**config.mk**
```make
export PLATFORM = sky130hd
export DESIGN_NAME = note_sequencer
export DESIGN_NICKNAME = d
export VERILOG_FILES = /design/src/rtl/note_seq_pkg.sv /design/src/rtl/note_sequencer_sync_edge.sv /design/src/rtl/note_sequencer.sv
export SDC_FILE = /design/constraint.sdc
export NUM_CORES = 1
export LEC_CHECK = 0
export ABC_AREA = 1
export ABC_CLOCK_PERIOD_IN_PS = 2750
export CAP_MARGIN = 30
export CORE_MARGIN = 5
export CORE_UTILIZATION = 26
export CTS_CLUSTER_DIAMETER = 30
export DETAILED_ROUTE_END_ITERATION = 12
export PLACE_DENSITY = 0.41
export SETUP_SLACK_MARGIN = 0.02
export SLEW_MARGIN = 20
export SYNTH_ARGS = -nofsm -noshare
export SYNTH_HDL_FRONTEND = slang
export SYNTH_SLANG_ARGS = --single-unit
```
**constraint.sdc**
```tcl
create_clock -name inclk -period 2.75 [get_ports inclk]
set_clock_uncertainty 0.05 [all_clocks]
set_input_delay 0.825 -clock inclk [delete_from_list [all_inputs] [get_ports inclk]]
set_output_delay 0.825 -clock inclk [all_outputs]
set_load 0.05 [all_outputs]
```
**src/rtl/note_seq_pkg.sv**
```systemverilog
// note_seq_pkg: shared types and constants for the note sequencer.
// Note table values are half-period counts at 50 MHz (50e6 / (2 * f)), C5..C6.
package note_seq_pkg;

  localparam int unsigned NOTE_NUM    = 8;
  localparam logic [31:0] RESET_COUNT = 32'd47801;

  typedef enum logic [1:0] {
    ST_IDLE = 2'd0,
    ST_PLAY = 2'd1,
    ST_GAP  = 2'd2
  } note_state_e;

  localparam logic [31:0] NOTE_TABLE [NOTE_NUM] = '{
    32'd47801, 32'd42589, 32'd37936, 32'd35816,
    32'd31928, 32'd28409, 32'd25329, 32'd23900
  };

  // Half-period count for a note index; every entry is non-zero.
  function automatic logic [31:0] note_count(input logic [2:0] idx);
    return NOTE_TABLE[idx];
  endfunction

endpackage

```
**src/rtl/note_sequencer_sync_edge.sv**
```systemverilog
// sync_edge: 2-flop synchronizer for W asynchronous bits, with an optional
// extra register giving a one-cycle rising-edge strobe per bit.
// Synchronous active-high reset clears every flop.
module sync_edge #(
  parameter int unsigned W       = 1,
  parameter bit          EDGE_EN = 1'b1
) (
  input  logic         inclk,
  input  logic         Reset,
  input  logic [W-1:0] async_in,
  output logic [W-1:0] level_out,
  output logic [W-1:0] rise_out
);

  logic [W-1:0] meta_q, meta_d;
  logic [W-1:0] sync_q, sync_d;

  // Next values of the two synchronizer stages.
  always_comb begin
    meta_d = async_in;
    sync_d = meta_q;
  end

  // Synchronizer stages.
  // NOTE: sequential state uses non-blocking <= so every flop samples pre-edge values.
  always_ff @(posedge inclk) begin
    if (Reset) begin
      meta_q <= '0;
      sync_q <= '0;
    end else begin
      meta_q <= meta_d;
      sync_q <= sync_d;
    end
  end

  assign level_out = sync_q;

  generate
    if (EDGE_EN) begin : g_edge
      logic [W-1:0] prev_q, prev_d;

      // Previous synchronized value for edge detection.
      always_comb prev_d = sync_q;

      // Edge-detect history register.
      always_ff @(posedge inclk) begin
        if (Reset) prev_q <= '0;
        else       prev_q <= prev_d;
      end

      assign rise_out = sync_q & ~prev_q;
    end else begin : g_no_edge
      assign rise_out = '0;
    end
  endgenerate

endmodule

```
**src/rtl/note_sequencer.sv**
```systemverilog
// note_sequencer: picks one of eight notes (manual switches or auto stepping)
// and drives the tone divider's half-period count and synchronous reset.
// Build option: define NOTE_SEQ_GAP_EN to insert a silent GAP between auto notes;
// without it, auto expiry steps the note with a one-cycle divider reset pulse.
module note_sequencer
  import note_seq_pkg::*;
#(
  parameter int unsigned NOTE_CYCLES = 25_000_000,
  parameter int unsigned GAP_CYCLES  = 2_500_000
) (
  input  logic        inclk,
  input  logic        Reset,
  input  logic [2:0]  note_sel,
  input  logic        mode_auto,
  input  logic        start,
  input  logic        stop,
  output logic [31:0] div_clk_count,
  output logic        div_reset,
  output logic [2:0]  note_idx,
  output logic        playing
);

  localparam logic [31:0] NOTE_LAST = 32'(NOTE_CYCLES - 1);
  localparam logic [31:0] GAP_LAST  = 32'(GAP_CYCLES - 1);

  logic       start_rise, stop_rise;
  logic [1:0] unused_ctl_lvl;
  logic [2:0] note_sel_lvl;
  logic       mode_lvl;
  logic [3:0] unused_sw_rise;

  sync_edge #(.W(2), .EDGE_EN(1'b1)) u_sync_ctl (
    .inclk     (inclk),
    .Reset     (Reset),
    .async_in  ({stop, start}),
    .level_out (unused_ctl_lvl),
    .rise_out  ({stop_rise, start_rise})
  );

  sync_edge #(.W(4), .EDGE_EN(1'b0)) u_sync_sw (
    .inclk     (inclk),
    .Reset     (Reset),
    .async_in  ({mode_auto, note_sel}),
    .level_out ({mode_lvl, note_sel_lvl}),
    .rise_out  (unused_sw_rise)
  );

  note_state_e state_q, state_d;
  logic [2:0]  note_idx_q, note_idx_d;
  logic [31:0] timer_q, timer_d;
  logic [31:0] div_clk_count_q, div_clk_count_d;
  logic        div_reset_q, div_reset_d;
  logic        playing_q, playing_d;
  logic        mode_prev_q, mode_prev_d;
  logic        pulse;
  logic        mode_chg;

  // Next-state, note selection, timer and registered-output logic.
  // NOTE: every signal gets a default first so no path leaves it unassigned (no latches).
  always_comb begin
    state_d     = state_q;
    note_idx_d  = note_idx_q;
    timer_d     = timer_q + 32'd1;
    pulse       = 1'b0;
    mode_chg    = (mode_lvl != mode_prev_q);
    mode_prev_d = mode_lvl;

    unique case (state_q)
      ST_IDLE: begin
        timer_d = '0;
        if (start_rise) begin
          state_d    = ST_PLAY;
          note_idx_d = note_sel_lvl;
        end
      end
      ST_PLAY: begin
        if (!mode_lvl) begin
          // Manual: timer idles at 0; a new switch value restarts the divider.
          timer_d = '0;
          if (note_sel_lvl != note_idx_q) begin
            note_idx_d = note_sel_lvl;
            pulse      = 1'b1;
          end
        end else if (mode_chg) begin
          timer_d = '0;
        end else if (timer_q == NOTE_LAST) begin
          timer_d = '0;
`ifdef NOTE_SEQ_GAP_EN
          state_d = ST_GAP;
`else
          note_idx_d = note_idx_q + 3'd1;
          pulse      = 1'b1;
`endif
        end
      end
      ST_GAP: begin
        if (!mode_lvl) begin
          state_d = ST_PLAY;
          timer_d = '0;
          if (note_sel_lvl != note_idx_q) begin
            note_idx_d = note_sel_lvl;
            pulse      = 1'b1;
          end
        end else if (timer_q == GAP_LAST) begin
          state_d    = ST_PLAY;
          timer_d    = '0;
          note_idx_d = note_idx_q + 3'd1;
        end
      end
      default: begin
        state_d = ST_IDLE;
        timer_d = '0;
      end
    endcase

    // Stop overrides everything, including a same-cycle start.
    if (stop_rise) begin
      state_d    = ST_IDLE;
      note_idx_d = note_idx_q;
      timer_d    = '0;
      pulse      = 1'b0;
    end

    div_reset_d     = (state_d != ST_PLAY) || pulse;
    playing_d       = (state_d != ST_IDLE);
    div_clk_count_d = note_count(note_idx_d);
  end

  // State, timer and output registers with synchronous reset.
  always_ff @(posedge inclk) begin
    if (Reset) begin
      state_q         <= ST_IDLE;
      note_idx_q      <= '0;
      timer_q         <= '0;
      div_clk_count_q <= RESET_COUNT;
      div_reset_q     <= 1'b1;
      playing_q       <= 1'b0;
      mode_prev_q     <= 1'b0;
    end else begin
      state_q         <= state_d;
      note_idx_q      <= note_idx_d;
      timer_q         <= timer_d;
      div_clk_count_q <= div_clk_count_d;
      div_reset_q     <= div_reset_d;
      playing_q       <= playing_d;
      mode_prev_q     <= mode_prev_d;
    end
  end

  assign div_clk_count = div_clk_count_q;
  assign div_reset     = div_reset_q;
  assign note_idx      = note_idx_q;
  assign playing       = playing_q;

endmodule

```
==> results of run 1 <==
cell type report:
cell class / count / area [um2] / area share
Clock inverter: 6 / 63.81 / 0.01466
Timing Repair Buffer: 35 / 332.8 / 0.07646
Multi-Input combinational cell: 353 / 1848 / 0.4245
Sequential cell: 68 / 1361 / 0.3127
Inverter: 78 / 292.8 / 0.06726
Tap cell: 180 / 225.2 / 0.05174
Clock buffer: 10 / 229.0 / 0.05260
flip-flops by register name (all words and copies together) (netlist names), 2 cells and up:
signal,count
div_clk_count,15
note_idx,2
state_q,2
timer_q,32
u_sync_ctl.g_edge.prev_q,2
u_sync_ctl.level_out,2
u_sync_ctl.meta_q,2
u_sync_sw.level_out,4
u_sync_sw.meta_q,4
cell usage after synthesis, drive strengths merged:
| cell | instances | share of area |
|---|---|---|
| o21a | 1 | 0.0021 |
| o22ai | 1 | 0.0017 |
| o31ai | 1 | 0.0035 |
| nor4 | 2 | 0.0035 |
| inv | 75 | 0.078 |
| o32ai | 1 | 0.0024 |
| buf | 21 | 0.042 |
| conb | 1 | 0.0010 |
| xnor2 | 2 | 0.0070 |
| ha | 12 | 0.042 |
| dfxtp | 68 | 0.38 |
| a31oi | 1 | 0.0017 |
| and2 | 1 | 0.0017 |
| nor3 | 22 | 0.038 |
| a21oi | 11 | 0.016 |
| nand3 | 30 | 0.052 |
| nand3b | 3 | 0.0063 |
| clkbuf | 2 | 0.0021 |
| nor3b | 3 | 0.0063 |
| nand4 | 12 | 0.021 |
| nor2 | 92 | 0.11 |
| nand2 | 103 | 0.11 |
| a211oi | 3 | 0.0063 |
| clkinv | 3 | 0.0031 |
| xor2 | 13 | 0.032 |
| o21ai | 22 | 0.031 |
per-stage QoR:
stage	hold slack [ns]	power (mW)	utilization	worst slack (ns)	area (um2)
floorplan	0.3383	1.431	-	0.4436	3650
global placement	0.3436	1.549	0.2950	0.3299	4048
detailed placement	0.3451	1.547	0.2950	0.2400	4048
CTS	0.3557	2.705	0.3164	0.02967	4340
global route	0.3808	2.795	0.3173	0.04751	4353
finish	0.3525	2.660	0.3173	0.1048	4353
worst reg2reg max path: stages, from the launching register on:
cell and delay (ns):
dfxtp_1 0.35, ha_1 0.19, nand2_2 0.09, nor2_4 0.10, nand3_1 0.11, nor2_2 0.16
nand2_2 0.11, o21ai_0 0.17, nand2_1 0.07, nand2_1 0.06, nand3b_1 0.07, nand2_1 0.10
inv_2 0.06, ha_1 0.27, inv_1 0.09, nand2_1 0.09, nand2_4 0.09, o21ai_1 0.06
per-layer routing:
metal | vias up | share of wire | global-route usage
li1 | 1640 | - | -
met1 | 1399 | 0.51 | 0.1496
met2 | 43 | 0.43 | 0.1654
met3 | 12 | 0.037 | 0.02801
met4 | 0 | 0.022 | 0.04984
met5 | - | 0 | 0
power by group:
group	switching (mW)	internal, mW	total [mW]
Combinational	0.325	0.140	0.465
Clock	0.438	0.701	1.14
Sequential	0.0212	1.03	1.06
path summary, 6_finish.rpt:
path	startpoint	to	slack, ns	cells past startpoint
worst max-delay path	div_clk_count[14]	div_clk_count[14]	0.10	1
worst min-delay path	u_sync_ctl.meta_q[1]	u_sync_ctl.level_out[1]	0.35	2
worst max register to register	timer_q[0]	div_clk_count[11]	0.36	17
worst min register to register	u_sync_ctl.meta_q[1]	u_sync_ctl.level_out[1]	0.35	2
cells by family after synthesis:
family	Yosys count	share of synthesized area
and+or+nand+nor	268	0.3489
buffers and inverters	101	0.1255
DFF	68	0.3792
AOI/OAI and AO/OA	41	0.06484
xor gates and xnor gates	15	0.03869
adders and majority gates	12	0.04183
other	1	0.001045
==> impl_metrics.yaml, run 1 <==
placement:
  placed_cells: 714
  place_congestion: 0.8666
  dpl.hpwl_mm: 6.626
  portBuffers: 27
timing:
  max_freq_mhz: 378.0
  period_minus_slack_ns: 2.645
  fin_setup_tns_ns: 0
  finalCritPeriodShare: 0.9619
  worstMarginPinSlew_ns: 0.5084
  setup_violations: 0
  slew_violations: 0
  rsz0062_at_grt: "false"
  slew_headroom: 0.6600
  timing_hold_violations_final: 0
worst_setup_path:
  end_kind: "output port"
  slowest_stage: "clkdlybuf4s50_1"
  cp_top_family: "buffers and inverters"
  arrival_ns: 1.77
  cp.required_ns: 1.88
  crit_chain: "clkdlybuf4s50_1"
  crit_fanout: 7
  critPathBufInv: 1
  worstSetupStartpointType: "register"
  max_stage_delay_ns: 0.88
  worst-setup-path-type: "reg2out"
floorplanning:
  rows: 43
  pin_count: 45
  die_h_um: 127.5
  coreArea_um2: 13720
  die_w_um: 127.5
  floorplan.initialDensity: 0.2617
  die-area_um2: 16260
detailed_routing:
  viasPerCell: 4.238
  finalWirelength_mm: 8.389
  wl_per_cell_um: 11.49
  vias: 3094
  drc_errors: 0
  drt_iter0_drc: 112
  ant_nets: 0
  dr.pass1.iters: 4
finish:
  layout_commonest_cell: "nand2_1"
  diodes: 0
  fillCellCount: 1492
  finalNetCount: 565
  syn2layout_area_growth_pct: 21.26
  stdcell_count: 730
  final_cell_mix: "nand2_1 (95), nor2_1 (84), dfxtp_1 (68), inv_1 (61)"
  drive_gt1_frac: 0.1164
clocking:
  cts_root_buffer: "clkbuf_16"
  h-tree-depth: 3
  cts_buffers: 9
  clock_sinks: 68
  cts_resized: 0
  cts_tree: "built"
  clkSlewWorstSetupHoldPaths_ns: 0.06
  holdBufCountCts: 0
  cts_buffer_depth: 2
  post_cts_buffers: 0
  clock_latency_ns: 0.33
power_and_ir_drop:
  peakVddDrop_uv: 306.1
  p_leak_nw: 1.730
  p_per_area_nw_per_um2: 611.0
logic_synthesis:
  syn_inst: 506
  yosysSeqAreaShare: 0.3792
  ys_seq_elements: 68
  synthesis.area_um2: 3590
  synthDistinctLibCells: 39
  yosys_warnings: 0
  syn_area_per_cell_um2: 7.094
global_route:
  antenna_found_initial: 0
  grt.overflow.total: 0
  grt_first_pass_wirelength_mm: 14.44
  grt_pass1_vias: 3017
  gr-usage-all-layers: 0.1105
  grt_max_degree: 17
flow_run:
  maxCapViolations: 0
outcome:
  status: "finished clean"
hold_path:
  min_path_type: "reg2reg"
Power figures use the tool's default switching activity.
==> run 2: changes to the inputs <==
--- a/config.mk
+++ b/config.mk
@@ -12,6 +12,7 @@
 export CORE_UTILIZATION = 26
 export CTS_CLUSTER_DIAMETER = 30
 export DETAILED_ROUTE_END_ITERATION = 12
+export GPL_ROUTABILITY_DRIVEN = 0
 export PLACE_DENSITY = 0.41
 export SETUP_SLACK_MARGIN = 0.02
 export SLEW_MARGIN = 20
==> results of run 2 <==
Final layout, timing and power as in run 1 (identical DEF).
==> run 3: changes to the inputs <==
--- a/config.mk
+++ b/config.mk
@@ -9,12 +9,13 @@
 export ABC_CLOCK_PERIOD_IN_PS = 2750
 export CAP_MARGIN = 30
 export CORE_MARGIN = 5
-export CORE_UTILIZATION = 26
+export CORE_UTILIZATION = 38
 export CTS_CLUSTER_DIAMETER = 30
 export DETAILED_ROUTE_END_ITERATION = 12
 export GPL_ROUTABILITY_DRIVEN = 0
-export PLACE_DENSITY = 0.41
+export PLACE_DENSITY = 0.55
 export SETUP_SLACK_MARGIN = 0.02
+export SKIP_CTS_REPAIR_TIMING = 1
 export SLEW_MARGIN = 20
 export SYNTH_ARGS = -nofsm -noshare
 export SYNTH_HDL_FRONTEND = slang
==> impl_metrics.yaml, run 3 (synthesized netlist as in run 1, its figures left out) <==
worst_setup_path:
  cp_top_family: "buffers and inverters"
  worstReg2RegEnd: "div_clk_count[11]"
  slowest_stage: "clkdlybuf4s50_1"
  cp.required_ns: 1.88
  critPathBufInv: 1
  worstReg2RegStart: "timer_q[0]"
  cp.depth: 1
  end_kind: "output port"
  worstSetupStartpointType: "register"
  crit_fanout: 7
  ff2ff_path_depth: 17
  arrival_ns: 1.75
  worst-setup-path-type: "reg2out"
  r2r_setup_slack_ns: 0.25
  max_stage_delay_ns: 0.88
  crit_chain: "clkdlybuf4s50_1"
power_and_ir_drop:
  fin_total_pwr_mw: 2.347
  p_comb_frac: 0.197
  p_switching_uw: 754.9
  power_switching_share: 0.3217
  internal_power_mw: 1.592
  p_per_area_nw_per_um2: 559.0
  p_leak_nw: 1.667
  power.share.clock: 0.354
  peakVddDrop_uv: 236.4
  seqPwrFrac: 0.449
hold_path:
  min_path_cells: 2
  hp-start: "u_sync_ctl.meta_q[1]"
  hold_end: "u_sync_ctl.level_out[1]"
  min_path_type: "reg2reg"
finish:
  finalNetCount: 564
  diodes: 0
  syn2layout_area_growth_pct: 16.94
  stdcell_count: 678
  drive_gt1_frac: 0.1166
  fin_area_um2: 4198
  largest_register: "timer_q"
  final_core_util: 0.4543
  largest_register_ffs: 32
  final_cell_mix: "nand2_1 (95), nor2_1 (84), dfxtp_1 (68), inv_1 (61), clkdlybuf4s50_1 (27)"
  layout_commonest_cell: "nand2_1"
placement:
  place_area_um2: 3989
  portBuffers: 27
  placed_cells: 662
  dpl.hpwl_mm: 6.132
  dp_slack_ns: 0.1954
detailed_routing:
  viasPerCell: 4.593
  finalWirelength_mm: 7.992
  wl_per_cell_um: 11.79
  drt_iter0_drc: 200
  ant_nets: 0
  vias: 3114
  drc_errors: 0
  dr.pass1.iters: 4
timing:
  period_minus_slack_ns: 2.626
  finalCritPeriodShare: 0.9551
  setup_ws_ns: 0.1235
  max_freq_mhz: 380.7
  setup_violations: 0
  timing_hold_violations_final: 0
  slew_violations: 0
  slew_headroom: 0.6605
  worstMarginPinSlew_ns: 0.5076
flow_run:
  maxCapViolations: 0
global_route:
  grt.overflow.total: 0
  gr-usage-all-layers: 0.1468
  antenna_found_initial: 0
  grt_max_degree: 18
  grt_first_pass_wirelength_mm: 13.59
  grt_pass1_vias: 2961
floorplanning:
  die_h_um: 107.2
  rows: 35
  die-area_um2: 11490
  floorplan.initialDensity: 0.3885
  coreArea_um2: 9240
  die_w_um: 107.2
  pin_count: 45
clocking:
  cts_buffer_depth: 2
  h-tree-depth: 3
  cts_tree: "built"
  clkSlewWorstSetupHoldPaths_ns: 0.08
  clock_latency_ns: 0.34
  clock_sinks: 68
  cts_buffers: 9
  cts_root_buffer: "clkbuf_8"
outcome:
  status: "finished clean"
## run 3: cell count changes in the layout (fill, tap and decap cells not counted)
cell             before  now
buf_12                0    1
buf_4                 8    6
clkbuf_1              1    0
clkbuf_16             9    0
clkbuf_8              0    9
clkdlybuf4s50_1      26   27
clkinv_2              2    1
clkinvlp_4            2    3
dlymetal6s2s_1        1    0
inv_6                 1    2
## run 3: area by class of cell
class / count / area (um2)
Tap cell: 129 / 161.4
Inverter: 78 / 292.8
Fill cell: 948 / 5042
Clock inverter: 7 / 75.07
Sequential cell: 68 / 1361
Multi-Input combinational cell: 353 / 1848
Timing Repair Buffer: 34 / 335.3
Clock buffer: 9 / 123.9
## run 3: metal layers
metal,track usage,vias to the layer above,routed length (um)
met2,0.2261,70,3514
met5,0,-,0
li1,-,1638,-
met3,0.03552,11,415
met1,0.1983,1395,3930
met4,0.05479,0,131
## run 3: how the worst max path moves through the flow
stage | endpoint | slack [ns] | from
2_1_floorplan | div_clk_count[11] | 0.44 | note_idx[1]
3_3_place_gp | div_clk_count[11] | 0.30 | timer_q[0]
3_5_place_dp | div_clk_count[11] | 0.20 | timer_q[0]
4_1_cts | note_idx[2] | 0.09 | div_clk_count[14]
5_1_grt | div_clk_count[11] | -0.009 | timer_q[0]
6_report | div_clk_count[14] | 0.12 | div_clk_count[14]
## run 3: stage by stage
stage | hold WS, ns | TNS [ns]
final | 0.3552 | 0
after floorplan | 0.3383 | 0
after global routing | 0.3653 | -0.008648
after CTS | 0.3570 | 0
after global placement | 0.3425 | 0
after detailed placement | 0.3450 | 0
## run 3: power by group through the flow
stage                     Combinational [mW]  Sequential (mW)  Clock [mW]
final                                  0.462             1.05       0.831
after detailed placement               0.460             1.08           0
after global routing                   0.498             1.06       0.913
after CTS                              0.462             1.05       0.866
after floorplan                        0.223             1.21           0
after global placement                 0.460             1.08           0
